`src/rtl/instr_fetch_unit.sv`:
```
// Instruction fetch unit: owns the PC, issues single-outstanding word reads to
// instruction memory, and buffers returned words with their PC for decode.
module instr_fetch_unit #(
  parameter logic [31:0] RESET_PC  = 32'h0000_0000,
  parameter int unsigned BUF_DEPTH = 2
) (
  input  logic        clk_i,
  input  logic        rst_i,
  output logic        imem_req_o,
  output logic [31:0] imem_addr_o,
  input  logic        imem_gnt_i,
  input  logic        imem_rvalid_i,
  input  logic [31:0] imem_rdata_i,
  output logic        instr_valid_o,
  output logic [31:0] instr_o,
  output logic [31:0] pc_o,
  input  logic        instr_ready_i,
  input  logic        br_sel_i,
  input  logic [31:0] br_target_i
);

  localparam logic [31:0] NOP      = 32'h0000_0013;
  localparam logic [2:0]  DEPTH    = 3'(BUF_DEPTH);
  localparam logic [1:0]  PTR_LAST = 2'(BUF_DEPTH - 1);

  typedef enum logic [1:0] {S_IDLE, S_FETCH, S_WAIT, S_FLUSH} state_t;

  state_t      state;
  logic [31:0] fetch_pc;
  logic [31:0] req_pc;
  logic        outstanding;
  logic [31:0] last_pc;
  logic [31:0] buf_data [4];
  logic [31:0] buf_pc   [4];
  logic [1:0]  head;
  logic [1:0]  tail;
  logic [2:0]  count;

  logic req;
  logic handshake;
  logic has_data;
  logic push;
  logic pop;
  logic resp_pending;

  function automatic logic [1:0] ptr_next(input logic [1:0] p);
    return (p == PTR_LAST) ? 2'd0 : p + 2'd1;
  endfunction

  always_comb begin
    req          = (state == S_FETCH) && ((count + {2'b00, outstanding}) < DEPTH) && !br_sel_i;
    handshake    = req && imem_gnt_i;
    has_data     = (count != 3'd0);
    push         = (state == S_WAIT) && imem_rvalid_i && !br_sel_i;
    pop          = has_data && !br_sel_i && instr_ready_i;
    resp_pending = outstanding && !imem_rvalid_i;
  end

  assign imem_req_o    = req;
  assign imem_addr_o   = fetch_pc;
  assign instr_valid_o = has_data && !br_sel_i;
  assign instr_o       = has_data ? buf_data[head] : NOP;
  assign pc_o          = has_data ? buf_pc[head] : last_pc;

  always_ff @(posedge clk_i) begin
    if (rst_i) begin
      state       <= S_IDLE;
      fetch_pc    <= RESET_PC;
      req_pc      <= RESET_PC;
      outstanding <= 1'b0;
      last_pc     <= '0;
      head        <= '0;
      tail        <= '0;
      count       <= '0;
    end else begin
      if (has_data) last_pc <= buf_pc[head];

      if (br_sel_i) begin
        // A response arriving in the redirect cycle is consumed here, so FLUSH
        // is only needed while the old response is still in flight.
        fetch_pc    <= {br_target_i[31:2], 2'b00};
        head        <= '0;
        tail        <= '0;
        count       <= '0;
        outstanding <= resp_pending;
        state       <= resp_pending ? S_FLUSH : S_FETCH;
      end else begin
        case (state)
          S_IDLE:  state <= S_FETCH;
          S_FETCH: if (handshake) begin
            outstanding <= 1'b1;
            req_pc      <= fetch_pc;
            fetch_pc    <= fetch_pc + 32'd4;
            state       <= S_WAIT;
          end
          S_WAIT, S_FLUSH: if (imem_rvalid_i) begin
            outstanding <= 1'b0;
            state       <= S_FETCH;
          end
          default: state <= S_IDLE;
        endcase

        if (push) begin
          buf_data[tail] <= imem_rdata_i;
          buf_pc[tail]   <= req_pc;
          tail           <= ptr_next(tail);
        end
        if (pop) head <= ptr_next(head);
        case ({push, pop})
          2'b10:   count <= count + 3'd1;
          2'b01:   count <= count - 3'd1;
          default: count <= count;
        endcase
      end
    end
  end

  always_ff @(posedge clk_i) begin
    if (!rst_i) begin
      no_push_when_full: assert (!(push && !pop && count == DEPTH));
    end
  end

endmodule
```
`config.mk`:
```
export PLATFORM = sky130hd
export DESIGN_NAME = instr_fetch_unit
export DESIGN_NICKNAME = d
export VERILOG_FILES = /design/src/rtl/instr_fetch_unit.sv
export SDC_FILE = /design/constraint.sdc
export NUM_CORES = 1
export LEC_CHECK = 0
export BUFFER_PORTS_ARGS = -buffer_cell sky130_fd_sc_hd__buf_2
export CORE_ASPECT_RATIO = 0.5
export CORE_MARGIN = 2
export CORE_UTILIZATION = 45
export DETAILED_ROUTE_END_ITERATION = 7
export HOLD_SLACK_MARGIN = 0.05
export SLEW_MARGIN = 20
export SYNTH_ARGS = -nofsm -noshare
export SYNTH_HDL_FRONTEND = slang
export SYNTH_SLANG_ARGS = --single-unit
```
`constraint.sdc`:
```
create_clock -name clk_i -period 14.3 [get_ports clk_i]
set_input_delay 2.145 -clock clk_i [delete_from_list [all_inputs] [get_ports clk_i]]
set_output_delay 2.145 -clock clk_i [all_outputs]
set_load 0.02 [all_outputs]
```
==> impl_metrics.env <==
export IMPL_outcome="finished clean"
export IMPL_rsz0062_at_grt="no"
export IMPL_dieWidth_um=250
export IMPL_hp_class="flip-flop to flip-flop"
export IMPL_ant_nets=0
export IMPL_portBuffers=163
export IMPL_synthArstFlopShare=0
export IMPL_dieArea_mm2=0.0319
export IMPL_sequentialPowerShare=0.541
export IMPL_clock_sinks=352
export IMPL_power_w=0.00204
export IMPL_min_period_ns=5.51
export IMPL_start_util=0.454
export IMPL_grt_antenna_before_repair=0
export IMPL_syn_to_final_growth_pct=16.6
export IMPL_seq_area_frac_synth=0.697
export IMPL_cts_tree="done"
export IMPL_rr_endpoint="imem_addr_o[9]"
export IMPL_ys_seq_elements=352
export IMPL_cts_buffers=31
export IMPL_num_fill_cells=2552
export IMPL_top_layer_used="met4"
export IMPL_hold_depth=2
export IMPL_syn_area_per_cell_um2=14.7
export IMPL_wl_met2_um=14300
export IMPL_arrival_ns=3.37
export IMPL_multi_input_area_mm2=0.00389
export IMPL_cp_required_ns=12.15
export IMPL_ff2ff_setup_slack_ns=11.30
export IMPL_yosys_warnings=0
export IMPL_crit_path_start_kind="input pin"
export IMPL_dpl_hpwl_um=17400
export IMPL_diodes=0
export IMPL_num_vias=8033
export IMPL_hold_ws_ns=0.416
export IMPL_grt_overflow=0
export IMPL_skew_ns=0.0127
export IMPL_crit_type="input pin to primary output"
export IMPL_gp_congestion=0.790
export IMPL_synth_edf_count=248
export IMPL_rr_startpoint="count[0]"
export IMPL_syn_inst=932
export IMPL_tightest_slew_ns=1.08
export IMPL_first_pass_iters=5
export IMPL_drtIter0Drc=451
export IMPL_post_cts_resized=0
export IMPL_wl_met3_um=1400
export IMPL_grt_max_degree=63
export IMPL_vdd_drop_max_mv=0.0854
export IMPL_route_detailed_drc=0
export IMPL_path_clk_slew_ns=0.06
export IMPL_synth_top_cells_by_area="edfxtp_1 (54%), dfxtp_1 (15%), mux4_2 (10%), nand2_1 (4.7%), and2_1 (2.9%)"
export IMPL_cts_root_buf="clkbuf_16"
export IMPL_synth_distinct_cells=50
export IMPL_ff_latch_area_mm2=0.00954
export IMPL_switching_power_w=0.000413
export IMPL_post_place_ws_ns=8.77
export IMPL_num_io_pins=168
export IMPL_wirelength_met1_um=13400
export IMPL_maxSlewHeadroom=0.280
export IMPL_tns_ns=0
export IMPL_cts_setup_buffers=0
export IMPL_combPwrFrac=0.028
export IMPL_hold_viol=0
export IMPL_yosysTopAreaCell="edfxtp_1"
export IMPL_synth_area_mm2=0.0137
export IMPL_row_count=45
export IMPL_post_drt_wl_per_cell_um=19.6
export IMPL_power_leakage_nw=5.92
export IMPL_nNetsFinal=1157
export IMPL_setup_viol=0
export IMPL_synth_top_area_share=0.545
export IMPL_p_int_w=0.00163
export IMPL_grt_usage=0.187
export IMPL_min_delay_start="head[1]"
export IMPL_max_freq_ghz=0.181
export IMPL_cts_max_path_buffers=3
export IMPL_p_sw_frac=0.202
export IMPL_drt_vias_per_instance=5.33
export IMPL_die_h_um=127
export IMPL_clock_latency_ns=0.56
export IMPL_grt_pass1_wl_um=46300
export IMPL_finalCritPeriodShare=0.386
export IMPL_cts_hold_buf=0
export IMPL_p_clk_frac=0.431
export IMPL_grt_pass1_vias=8428
export IMPL_finalWorstSetupSlack_ns=8.79
export IMPL_drv_slew=0
export IMPL_cellPowerDensity_mw_per_mm2=128
export IMPL_crit_fanout=27
export IMPL_yosys_most_used_dff="edfxtp_1"
export IMPL_h_tree_depth=1
export IMPL_wl_um=29600
export IMPL_cap_violations=0
export IMPL_endpoint_kind="primary output"
export IMPL_drive_above_1_share=0.277
export IMPL_coreArea_mm2=0.0301
export IMPL_rr_worst_depth=7
-- state kept, by name, indices dropped and copies added (netlist names), named ones only --
| register | count |
|---|---|
| outstanding | 1 |
| count | 3 |
| head | 2 |
| state | 2 |
| buf_data | 128 |
| tail | 2 |
| imem_addr_o | 30 |
| last_pc | 32 |
| buf_pc | 120 |
| req_pc | 30 |
-- layout make-up --
| type | count | area share |
|---|---|---|
| clock inverter | 14 | 0.0130 |
| clock buffer | 44 | 0.0549 |
| multi-input combinational | 514 | 0.244 |
| tap | 399 | 0.0313 |
| inverter | 12 | 0.00283 |
| timing repair buffer | 172 | 0.0554 |
| sequential | 352 | 0.598 |
-- how the worst max path moves through the flow --
stage	start	end	slack [ns]	cells after the start
CTS	br_sel_i	imem_req_o	8.76	4
global placement	br_sel_i	imem_req_o	8.82	4
detailed placement	br_sel_i	imem_req_o	8.77	4
finish	br_sel_i	imem_req_o	8.79	4
global route	br_sel_i	imem_req_o	8.73	4
floorplan	br_sel_i	buf_data[0][0]	5.16	4
-- per-layer routing --
metal | global-route usage | up-vias
met5 | 0 | -
li1 | - | 3761
met4 | 0.0352 | 0
met2 | 0.323 | 166
met3 | 0.0344 | 37
met1 | 0.253 | 4069
-- power groups by stage --
stage / clock network, W / registers [W] / logic, W
floorplan: 0 / 0.00113 / 0.0000251
global route: 0.000939 / 0.00111 / 0.0000627
CTS: 0.000897 / 0.00111 / 0.0000576
finish: 0.000880 / 0.00111 / 0.0000572
detailed placement: 0 / 0.00113 / 0.0000574
global placement: 0 / 0.00113 / 0.0000556
-- kinds of logic (layout without fill, tap and decap cells) --
group,count (synthesis),after routing,share of synthesized area
multiplexers,63,63,0.103
AO/OA/AOI/OAI,92,92,0.0404
flip-flops,352,352,0.697
adder cells (fa/ha/maj),4,4,0.00421
buffers and inverters,67,242,0.0210
XOR/XNOR,22,22,0.0141
other,1,2,0.000274
AND/OR/NAND/NOR,331,331,0.120
-- per-stage QoR --
step                cells   util  cell area [µm²]
floorplan             933      -            13700
global placement     1449  0.493            14900
detailed placement   1449  0.493            14900
CTS                  1507  0.529            15900
global route         1507  0.529            15900
finish               1507  0.529            15900
-- layout by cell type, fill, tap and decap left out, types with 3 or more instances in the layout --
cell	Yosys	routed
edfxtp_1	248	248
nand2_1	171	171
buf_2	15	163
dfxtp_1	104	102
and2_1	64	64
mux4_2	62	62
a21oi_1	41	41
clkbuf_16	0	31
nor2_1	31	29
xor2_1	19	19
o21ai_0	18	18
nand4_1	14	14
inv_1	12	12
a211oi_1	11	11
nand3_1	10	10
buf_4	4	9
clkbuf_1	33	8
a31oi_1	7	7
and3_1	7	6
bufinv_16	0	5
clkinv_2	0	5
clkbuf_8	0	5
or2_2	4	4
nor4_1	5	4
and4_1	3	3
or3_1	4	3
xnor2_1	3	3
o22ai_1	3	3
a311oi_1	3	3
ha_1	3	3
-- synth_stat cells, types with 2 or more instances --
cell and n:
nand4_1 14, ha_1 3, a31oi_1 7, and4_1 3
o2111a_1 2, nor4_4 2, xor2_1 19, nand2_1 171
and3_2 2, or2_2 4, buf_1 2, and3_1 7
inv_1 12, or3_1 4, nor4_1 5, dfxtp_1 104
nor3_1 3, o22ai_1 3, a221oi_1 2, a21oi_1 41
buf_4 4, edfxtp_1 248, clkbuf_1 33, nand3b_1 2
mux4_2 62, a211oi_1 11, o21ai_0 18, nor2_1 31
buf_2 15, a211o_1 2, a311oi_1 3, and2_1 64
xnor2_1 3, nand3_1 10
-- critical path: stages --
cell,delay [ns]
buf_2,0.29
or2_2,0.36
nor4b_1,0.34
buf_2,0.23
Note: power is estimated with default switching activity, not from simulation.
